[src/rtl/pair_triple_stim_gen_if.sv]
// Handshake and vector bundle between pair_triple_stim_gen and its consumer/detector.
// det_in/err_count exist only when PAIR_TRIPLE_STIM_GEN_SELFCHECK_EN is defined.
interface pair_triple_stim_gen_if;
  logic       req_val;
  logic       req_rdy;
  logic [1:0] req_count;
  logic       req_all;
  logic       out0;
  logic       out1;
  logic       out2;
  logic       out_val;
  logic       out_rdy;
  logic       out_last;
  logic       busy;
`ifdef PAIR_TRIPLE_STIM_GEN_SELFCHECK_EN
  logic       det_in;
  logic [3:0] err_count;

  modport master (
    input  req_val, req_count, req_all, out_rdy, det_in,
    output req_rdy, out0, out1, out2, out_val, out_last, busy, err_count
  );

  modport slave (
    output req_val, req_count, req_all, out_rdy, det_in,
    input  req_rdy, out0, out1, out2, out_val, out_last, busy, err_count
  );
`else
  modport master (
    input  req_val, req_count, req_all, out_rdy,
    output req_rdy, out0, out1, out2, out_val, out_last, busy
  );

  modport slave (
    output req_val, req_count, req_all, out_rdy,
    input  req_rdy, out0, out1, out2, out_val, out_last, busy
  );
`endif
endinterface

[src/rtl/pair_triple_stim_gen.sv]
// Enumerates 3-bit vectors by popcount (or all eight) for the majority-of-three detector.
// Optional detector self-check is built when PAIR_TRIPLE_STIM_GEN_SELFCHECK_EN is defined.
module pair_triple_stim_gen (
  input logic                    clk,
  input logic                    rst,
  pair_triple_stim_gen_if.master bus
);

  typedef enum logic {S_IDLE, S_EMIT} state_t;

  state_t     r_state, w_stateNext;
  logic [2:0] r_vec, w_vecNext;
  logic [1:0] r_count, w_countNext;
  logic       r_all, w_allNext;

  logic [2:0] w_firstVec;
  logic [2:0] w_succVec;
  logic       w_hasSucc;
  logic       w_reqRdy;
  logic       w_outVal;
  logic       w_accept;
  logic       w_xfer;

  function automatic logic f_match(input logic [2:0] v, input logic [1:0] cnt, input logic all);
    logic [1:0] ones;
    ones = {1'b0, v[0]} + {1'b0, v[1]} + {1'b0, v[2]};
    return all || (ones == cnt);
  endfunction

  assign w_reqRdy = (r_state == S_IDLE);
  assign w_outVal = (r_state == S_EMIT);
  assign w_accept = bus.req_val && w_reqRdy;
  assign w_xfer   = w_outVal && bus.out_rdy;

  // Lowest matching vector for the incoming request; every filter has at least one match.
  always_comb begin
    w_firstVec = 3'd0;
    for (int i = 7; i >= 0; i--) begin
      if (f_match(3'(i), bus.req_count, bus.req_all)) begin
        w_firstVec = 3'(i);
      end
    end
  end

  always_comb begin
    w_succVec = r_vec;
    w_hasSucc = 1'b0;
    for (int i = 7; i >= 0; i--) begin
      if ((i > int'(r_vec)) && f_match(3'(i), r_count, r_all)) begin
        w_succVec = 3'(i);
        w_hasSucc = 1'b1;
      end
    end
  end

  always_comb begin
    w_stateNext = r_state;
    w_vecNext   = r_vec;
    w_countNext = r_count;
    w_allNext   = r_all;
    case (r_state)
      S_IDLE: begin
        if (w_accept) begin
          w_countNext = bus.req_count;
          w_allNext   = bus.req_all;
          w_vecNext   = w_firstVec;
          w_stateNext = S_EMIT;
        end
      end
      S_EMIT: begin
        if (w_xfer) begin
          if (w_hasSucc) begin
            w_vecNext = w_succVec;
          end else begin
            w_stateNext = S_IDLE;
          end
        end
      end
      default: w_stateNext = S_IDLE;
    endcase
  end

  always_ff @(posedge clk or posedge rst) begin
    if (rst) begin
      r_state <= S_IDLE;
      r_vec   <= 3'd0;
      r_count <= 2'd0;
      r_all   <= 1'b0;
    end else begin
      r_state <= w_stateNext;
      r_vec   <= w_vecNext;
      r_count <= w_countNext;
      r_all   <= w_allNext;
    end
  end

  assign bus.req_rdy  = w_reqRdy;
  assign bus.out_val  = w_outVal;
  assign bus.busy     = w_outVal;
  assign bus.out_last = w_outVal && !w_hasSucc;
  assign bus.out0     = r_vec[0];
  assign bus.out1     = r_vec[1];
  assign bus.out2     = r_vec[2];

`ifdef PAIR_TRIPLE_STIM_GEN_SELFCHECK_EN
  logic [3:0] r_errCount;
  logic       w_expected;

  assign w_expected = (r_vec[0] & r_vec[1]) | (r_vec[2] & (r_vec[0] | r_vec[1]));

  // Survives new requests; only reset clears the tally.
  always_ff @(posedge clk or posedge rst) begin
    if (rst) begin
      r_errCount <= 4'd0;
    end else if (w_xfer && (bus.det_in != w_expected) && (r_errCount != 4'd15)) begin
      r_errCount <= r_errCount + 4'd1;
    end
  end

  assign bus.err_count = r_errCount;
`endif

endmodule
[src/flat_wrapper.sv]
// flat-port wrapper written by rule: the top's interface ports become plain ports
module pair_triple_stim_gen_flat 
  (clk, rst, bus_req_val, bus_req_count, bus_req_all, bus_out_rdy, bus_req_rdy, bus_out0, bus_out1, bus_out2, bus_out_val, bus_out_last, bus_busy);
  pair_triple_stim_gen_if bus_i ();
  input logic clk;
  input logic rst;
  input wire logic [$bits(bus_i.req_val)-1:0] bus_req_val;
  input wire logic [$bits(bus_i.req_count)-1:0] bus_req_count;
  input wire logic [$bits(bus_i.req_all)-1:0] bus_req_all;
  input wire logic [$bits(bus_i.out_rdy)-1:0] bus_out_rdy;
  output wire logic [$bits(bus_i.req_rdy)-1:0] bus_req_rdy;
  output wire logic [$bits(bus_i.out0)-1:0] bus_out0;
  output wire logic [$bits(bus_i.out1)-1:0] bus_out1;
  output wire logic [$bits(bus_i.out2)-1:0] bus_out2;
  output wire logic [$bits(bus_i.out_val)-1:0] bus_out_val;
  output wire logic [$bits(bus_i.out_last)-1:0] bus_out_last;
  output wire logic [$bits(bus_i.busy)-1:0] bus_busy;
  assign bus_i.req_val = bus_req_val;
  assign bus_i.req_count = bus_req_count;
  assign bus_i.req_all = bus_req_all;
  assign bus_i.out_rdy = bus_out_rdy;
  assign bus_req_rdy = bus_i.req_rdy;
  assign bus_out0 = bus_i.out0;
  assign bus_out1 = bus_i.out1;
  assign bus_out2 = bus_i.out2;
  assign bus_out_val = bus_i.out_val;
  assign bus_out_last = bus_i.out_last;
  assign bus_busy = bus_i.busy;
  pair_triple_stim_gen u_core (.clk(clk), .rst(rst), .bus(bus_i));
endmodule
[config.mk]
export PLATFORM = sky130hd
export DESIGN_NAME = pair_triple_stim_gen_flat
export DESIGN_NICKNAME = d
export VERILOG_FILES = /design/src/rtl/pair_triple_stim_gen_if.sv /design/src/rtl/pair_triple_stim_gen.sv /design/src/flat_wrapper.sv
export SDC_FILE = /design/constraint.sdc
export NUM_CORES = 1
export LEC_CHECK = 0
export CAP_MARGIN = 5
export CORE_MARGIN = 8
export CORE_UTILIZATION = 30
export DETAILED_ROUTE_END_ITERATION = 10
export PLACE_DENSITY = 0.53
export SKIP_LAST_GASP = 1
export SLEW_MARGIN = 20
export SYNTH_ARGS = -nofsm -noshare
export SYNTH_HDL_FRONTEND = slang
export SYNTH_SLANG_ARGS = --single-unit
[constraint.sdc]
create_clock -name clk -period 3.2 [get_ports clk]
set_input_delay 0.64 -clock clk [delete_from_list [all_inputs] [get_ports clk]]
set_output_delay 0.64 -clock clk [all_outputs]
set_load 0.05 [all_outputs]
; Yosys cells after proc, flatten, opt, wreduce, memory -nomap -nowiden
; Index checks and enable logic that the tools add are counted.
[totals]
register_bits = 7
latchBits = 0
ramBits = 0
mem_bits_ro = 0
in_bits = 7
output_inout_bits = 7
word_cells = 69
memories = 0
[classes]
add_sub_neg = 0
mul = 0
n_div = 0
order_cmp = 7
n_eq_ne = 10
shifts = 0
n_mux = 26
bitwise_logic = 1
n_reduce_logical = 21
[op_table]
columns = operator, n
row1 = two-way mux 3 bit, 14
row2 = "greater-than comparator 3 bit, first input constant", 4
row3 = logical AND 1 bit, 10
row4 = two-way mux 1 bit, 10
row5 = "== test 2 bit, first input constant", 4
row6 = "inequality test 8 bit, second input constant", 1
row7 = logical OR 1 bit, 7
row8 = "greater-than comparator 2 x 3 -> 1 bit, first input constant", 2
row9 = "inequality test 2 bit, second input constant", 3
row10 = one-hot mux 3 bit (2 select lines), 1
row11 = "== test 1 x 2 -> 1 bit, first input constant", 2
row12 = AND reduction 4 bit, 1
row13 = "greater-than comparator 1 x 3 -> 1 bit, first input constant", 1
row14 = logical NOT 2 bit, 1
row15 = one-hot mux 1 bit (2 select lines), 1
row16 = AND reduction 2 bit, 1
row17 = logical NOT 1 bit, 1
row18 = inverter 1 bit, 1

; Depth between registers and ports, before layout
; Gate-level depths: netlist of the first run.
[depth]
depth_word = 13
depth_mapped = 6
mapped_depth_nobuf = 5

; Worst setup path after synthesis of the first run
; Ideal clock, no wire load.
[synth_path]
kind = register -> output
startpoint = reg u_core.r_vec[2]
endpoint = out bus_out_last
arrival_ns = 1.943
required_time_ns = 2.560
setup_slack_ns = 0.617
stages_incl_launch_ff = 5
n_path_buf = 1
cell_sequence = dfrtp_1 -> buf_2 -> and4bb_1 -> a21oi_2 -> a21oi_1
[synth_via]
elab_chain_len = 11
word_cells_on_any_way = 23
classes_between = order compare (7) / mux (7) / reduce/logical (9)
[synth_rtl]
columns = item, line_no
row1 = "start, declared", pair_triple_stim_gen.sv:12  ; logic [2:0] r_vec, w_vecNext;
row2 = "start signal, assigned", pair_triple_stim_gen.sv:91  ; r_vec <= w_vecNext;
row3 = greater-than comparator 3 bit, pair_triple_stim_gen.sv:49  ; if ((i > int'(r_vec)) && f_match(3'(i), r_count, r_all)) begin
row4 = logical AND 1 bit, pair_triple_stim_gen.sv:49
row5 = two-way mux 1 bit (6 in series), pair_triple_stim_gen.sv:49
row6 = two-way mux 1 bit (*), pair_triple_stim_gen.sv:49
row7 = logical NOT 1 bit (*), pair_triple_stim_gen.sv:100  ; assign bus.out_last = w_outVal && !w_hasSucc;
row8 = logical AND 1 bit (*), pair_triple_stim_gen.sv:100
row9 = "end, declared", flat_wrapper.sv:16  ; output wire logic [$bits(bus_i.out_last)-1:0] bus_out_last;
; Every way passes the cells marked *; elsewhere a longest branch is shown, timed or not.

; Final worst setup path of the first run
[layout_path]
startpoint = reg u_core.r_count[1]
endpoint = out bus_out_last
[layout_via]
elab_chain_len = 12
word_cells_on_any_way = 22
classes_between = eq/ne (3) / mux (7) / reduce/logical (12)
[layout_rtl]
columns = item, line_no
row1 = "start, declared", pair_triple_stim_gen.sv:13  ; logic [1:0] r_count, w_countNext;
row2 = "start signal, assigned", pair_triple_stim_gen.sv:92  ; r_count <= w_countNext;
row3 = == test 2 bit, pair_triple_stim_gen.sv:27  ; return all || (ones == cnt);
row4 = logical OR 1 bit, pair_triple_stim_gen.sv:27
row5 = logical AND 1 bit, pair_triple_stim_gen.sv:49
row6 = two-way mux 1 bit (6 in series), pair_triple_stim_gen.sv:49
row7 = two-way mux 1 bit (*), pair_triple_stim_gen.sv:49
row8 = logical NOT 1 bit (*), pair_triple_stim_gen.sv:100
row9 = logical AND 1 bit (*), pair_triple_stim_gen.sv:100
; Marked as above.

==> summary.log, run 1 <==
[outcome] outcome finished, final reports clean
[layout] fraction of layout instances using a drive strength above 1 10.7%
[synth] Warnings, synthesis 0
[critical_path] critical path required time 2560 ps
[die] die boundary height 57.2 um
[critical_path] Worst R2R Start u_core.r_all$_DFFE_PP0P_
[clock_network] cts-stage hold buffer count 0
[synth] Syn Std Cell Area 508 um^2
[routing] final antenna-violating net count 0
[placed_design] dpl hpwl 945 um
[placed_design] final weighted congestion in routability-driven placement 0.778
[clock_network] TritonCTS clock tree yes
[critical_path] CP startpoint u_core.r_count[1]$_DFFE_PP0P_
[die] number of rows in the core area 15
[die] number of top-level design ports 14
[layout] finished layout cell area 658 um^2
[synth] fraction of the yosys area taken by sequential cells 34.5%
[layout] number of nets in the finished design 83
[routing] drt total wl 1190 um
[critical_path] kind of cell with the highest combined delay on the critical path buffers and inverters
[critical_path] Crit. path cell count 5
[layout] commonest non-fill, non-tap cells in the layout clkdlybuf4s50_1 (13), nor2_1 (9), dfrtp_1 (7), a21oi_1 (6), nand2_1 (6)
[clock_network] master cell of the clock root buffer clkbuf_4
[routing] number of vias in the routed layout 484
[timing] post-route clock period utilization 88.3%
[clock_network] post-CTS clock slew at the launch and capture registers of the worst setup and hold paths 50 ps
[clock_network] TritonCTS Sinks 7
[critical_path] crit path kind reg2out
[timing] timing-limited maximum frequency 0.354 GHz
[die] die area 3270 um^2
[timing] final critical delay including setup and external delays 2830 ps
[timing] unrepaired setup endpoints after global routing false
[timing] relative slew slack 66.7%
[die] initial core utilization 30.8%
[global_routing] pin count of the biggest net entering global routing 13
[min_path] worst hold-check path type in2async
[routing] number of detailed-routing iterations run before antenna repair 4
[routing] Initial DRC Count 12
[timing] final hold violation count 0
[placed_design] number of buffer cells added on primary ports 13
[global_routing] overall track demand over capacity in global routing 7.90%
[layout] fillcell total 174
[critical_path] worst r2r path cells 5
[synth] number of instances in the synthesized netlist 63
[layout] Area growth, synth to finish 29.6%
[clock_network] number of H-tree levels 1
[critical_path] kind of start point of the critical path flop
[timing] Total Negative Setup Slacks 0 ps
[routing] post-DR vias/cell 5.26
[clock_network] Setup Fix Bufs, Post-CTS 0
[global_routing] vias in the first global route 482
[layout] most common cell after layout, fill and taps aside clkdlybuf4s50_1
[timing] worst clock skew 2.10 ps
[global_routing] global-route wire length before repair 2100 um
[clock_network] worst-skew pair later-pin latency 240 ps
[critical_path] maximum fanout along the worst path 8
[routing] wire length per cell after detailed routing 12.9 um
[critical_path] endpoint of the most critical register-to-register path u_core.r_vec[2]$_DFFE_PP0P_
[global_routing] total congestion overflow 0
[placed_design] number of cells after detailed placement 88
[critical_path] critical path endpoint bus_out_last
[global_routing] antenna violations before repair 0
[timing] final count of pins violating max slew 0
[run] max-cap violation count 0
[synth] most used flip-flop cell after synthesis dfrtp_1
[clock_network] Clock Path Buffers 2
[synth] post-synthesis async set-or-reset flop share 100%
[synth] Cell variety after synth 25
[critical_path] Crit path arrival time 2190 ps
[layout] Post-Layout Cell Count 92
[layout] area of combinational cells with multiple inputs 294 um^2
[layout] Register Area 175 um^2
[critical_path] crit-path cells nor2b_1 > o21ai_0 > nand2_1 > a21oi_1 > clkdlybuf4s50_1
[clock_network] number of instances resized during post-cts repair 0
[synth] number of enable flip-flop cells after synthesis 0
[synth] synthesized net count 70
[die] Chip Width 57.2 um
[timing] Setup-failing EPs final 0
[placed_design] instance area after placement 632 um^2
[timing] Worst Max-Slew Pin Slew 498 ps
[clock_network] CTS buffer count 3
[critical_path] Reg2Reg Setup Slack 1620 ps
[synth] average cell area after synthesis 8.06 um^2
[die] Placeable Area 1650 um^2
[layout] antenna diode instance count 0
[critical_path] library cell contributing the largest single delay on the critical path clkdlybuf4s50_1
[critical_path] count of buffer and inverter cells on the critical path 1
[routing] DRC viols 0
[critical_path] stage delay of the slowest cell on the critical path 830 ps
[critical_path] crit path capture type primary output
[synth] synthesis-stage register bit count 7
==> worst min path at each step <==
stage,to,from,slack [ps],cells past startpoint
6_report,u_core.r_all$_DFFE_PP0P_,rst,620,2
5_1_grt,u_core.r_all$_DFFE_PP0P_,rst,650,2
4_1_cts,u_core.r_all$_DFFE_PP0P_,rst,620,2
3_5_place_dp,u_core.r_count[1]$_DFFE_PP0P_,u_core.r_count[1]$_DFFE_PP0P_,650,1
3_3_place_gp,u_core.r_count[1]$_DFFE_PP0P_,u_core.r_count[1]$_DFFE_PP0P_,640,1
2_1_floorplan,u_core.bus.busy$_DFF_PP0_,rst,440,1
==> layout make-up <==
cell class / count / share of cell area (%)
Tap cell: 17 / 3.23
Inverter: 3 / 1.71
Timing Repair Buffer: 13 / 19.8
Clock buffer: 4 / 3.99
Multi-Input combinational cell: 48 / 44.7
Sequential cell: 7 / 26.6
==> registers in the layout, indices dropped and copies added, names as in the netlist <==
name and count:
u_core.bus.busy 1, u_core.r_count 2, u_core.r_all 1, u_core.r_vec 3
==> worst register-to-register path: stages, from the launching register on <==
cell and delay, ps:
dfrtp_1 520, and4bb_1 260, a21oi_2 140, a41oi_2 200, a31oi_1 210, a2bb2oi_1 170
==> per-layer routing <==
metal / vias to the layer above / global-route usage (%) / wire length, um
met2: 4 / 12.2 / 590
met5: - / 0 / 0
met4: 0 / 5.70 / 12
met3: 2 / 2.00 / 15
met1: 228 / 9.14 / 568
li1: 250 / - / -
==> synth_stat cells (2+ instances only) <==
| library cell | instances | area, um^2 |
|---|---|---|
| nor2b_1 | 4 | 25.0 |
| nor2_1 | 9 | 33.8 |
| nand2_1 | 6 | 22.5 |
| o21ai_0 | 4 | 20.0 |
| buf_2 | 4 | 20.0 |
| mux2_2 | 3 | 33.8 |
| dfrtp_1 | 7 | 175 |
| a21oi_1 | 6 | 30.0 |
| o22ai_1 | 2 | 12.5 |
| inv_1 | 3 | 11.3 |
==> per-stage QoR <==
stage,setup WS [ps],hold WS [ps],utilization [%]
2_1_floorplan,617,443,-
3_5_place_dp,638,652,38.3
4_1_cts,363,625,39.8
5_1_grt,280,647,39.8
6_report,375,621,39.8
3_3_place_gp,678,640,38.3
==> cell families (layout without fill, tap and decap cells) <==
kind of cell,Yosys count,after routing,share of synthesized area [%]
AOI/OAI and AO/OA,20,20,26.9
buffers and inverters,8,20,7.64
DFF,7,7,34.5
and+or+nand+nor,25,25,24.4
muxes,3,3,6.65
Power of run 1 is left out: the tool's default activity adds up to more than one toggle a clock period on the data nets, which glitch-free logic cannot reach.
==> run 2: changes to the inputs <==
Settings changed: CTS_CLUSTER_DIAMETER set to 100.
==> results of run 2 <==
The final DEF is identical to that of run 1; final timing and power are the same.
Power of run 2 is left out for the same reason.
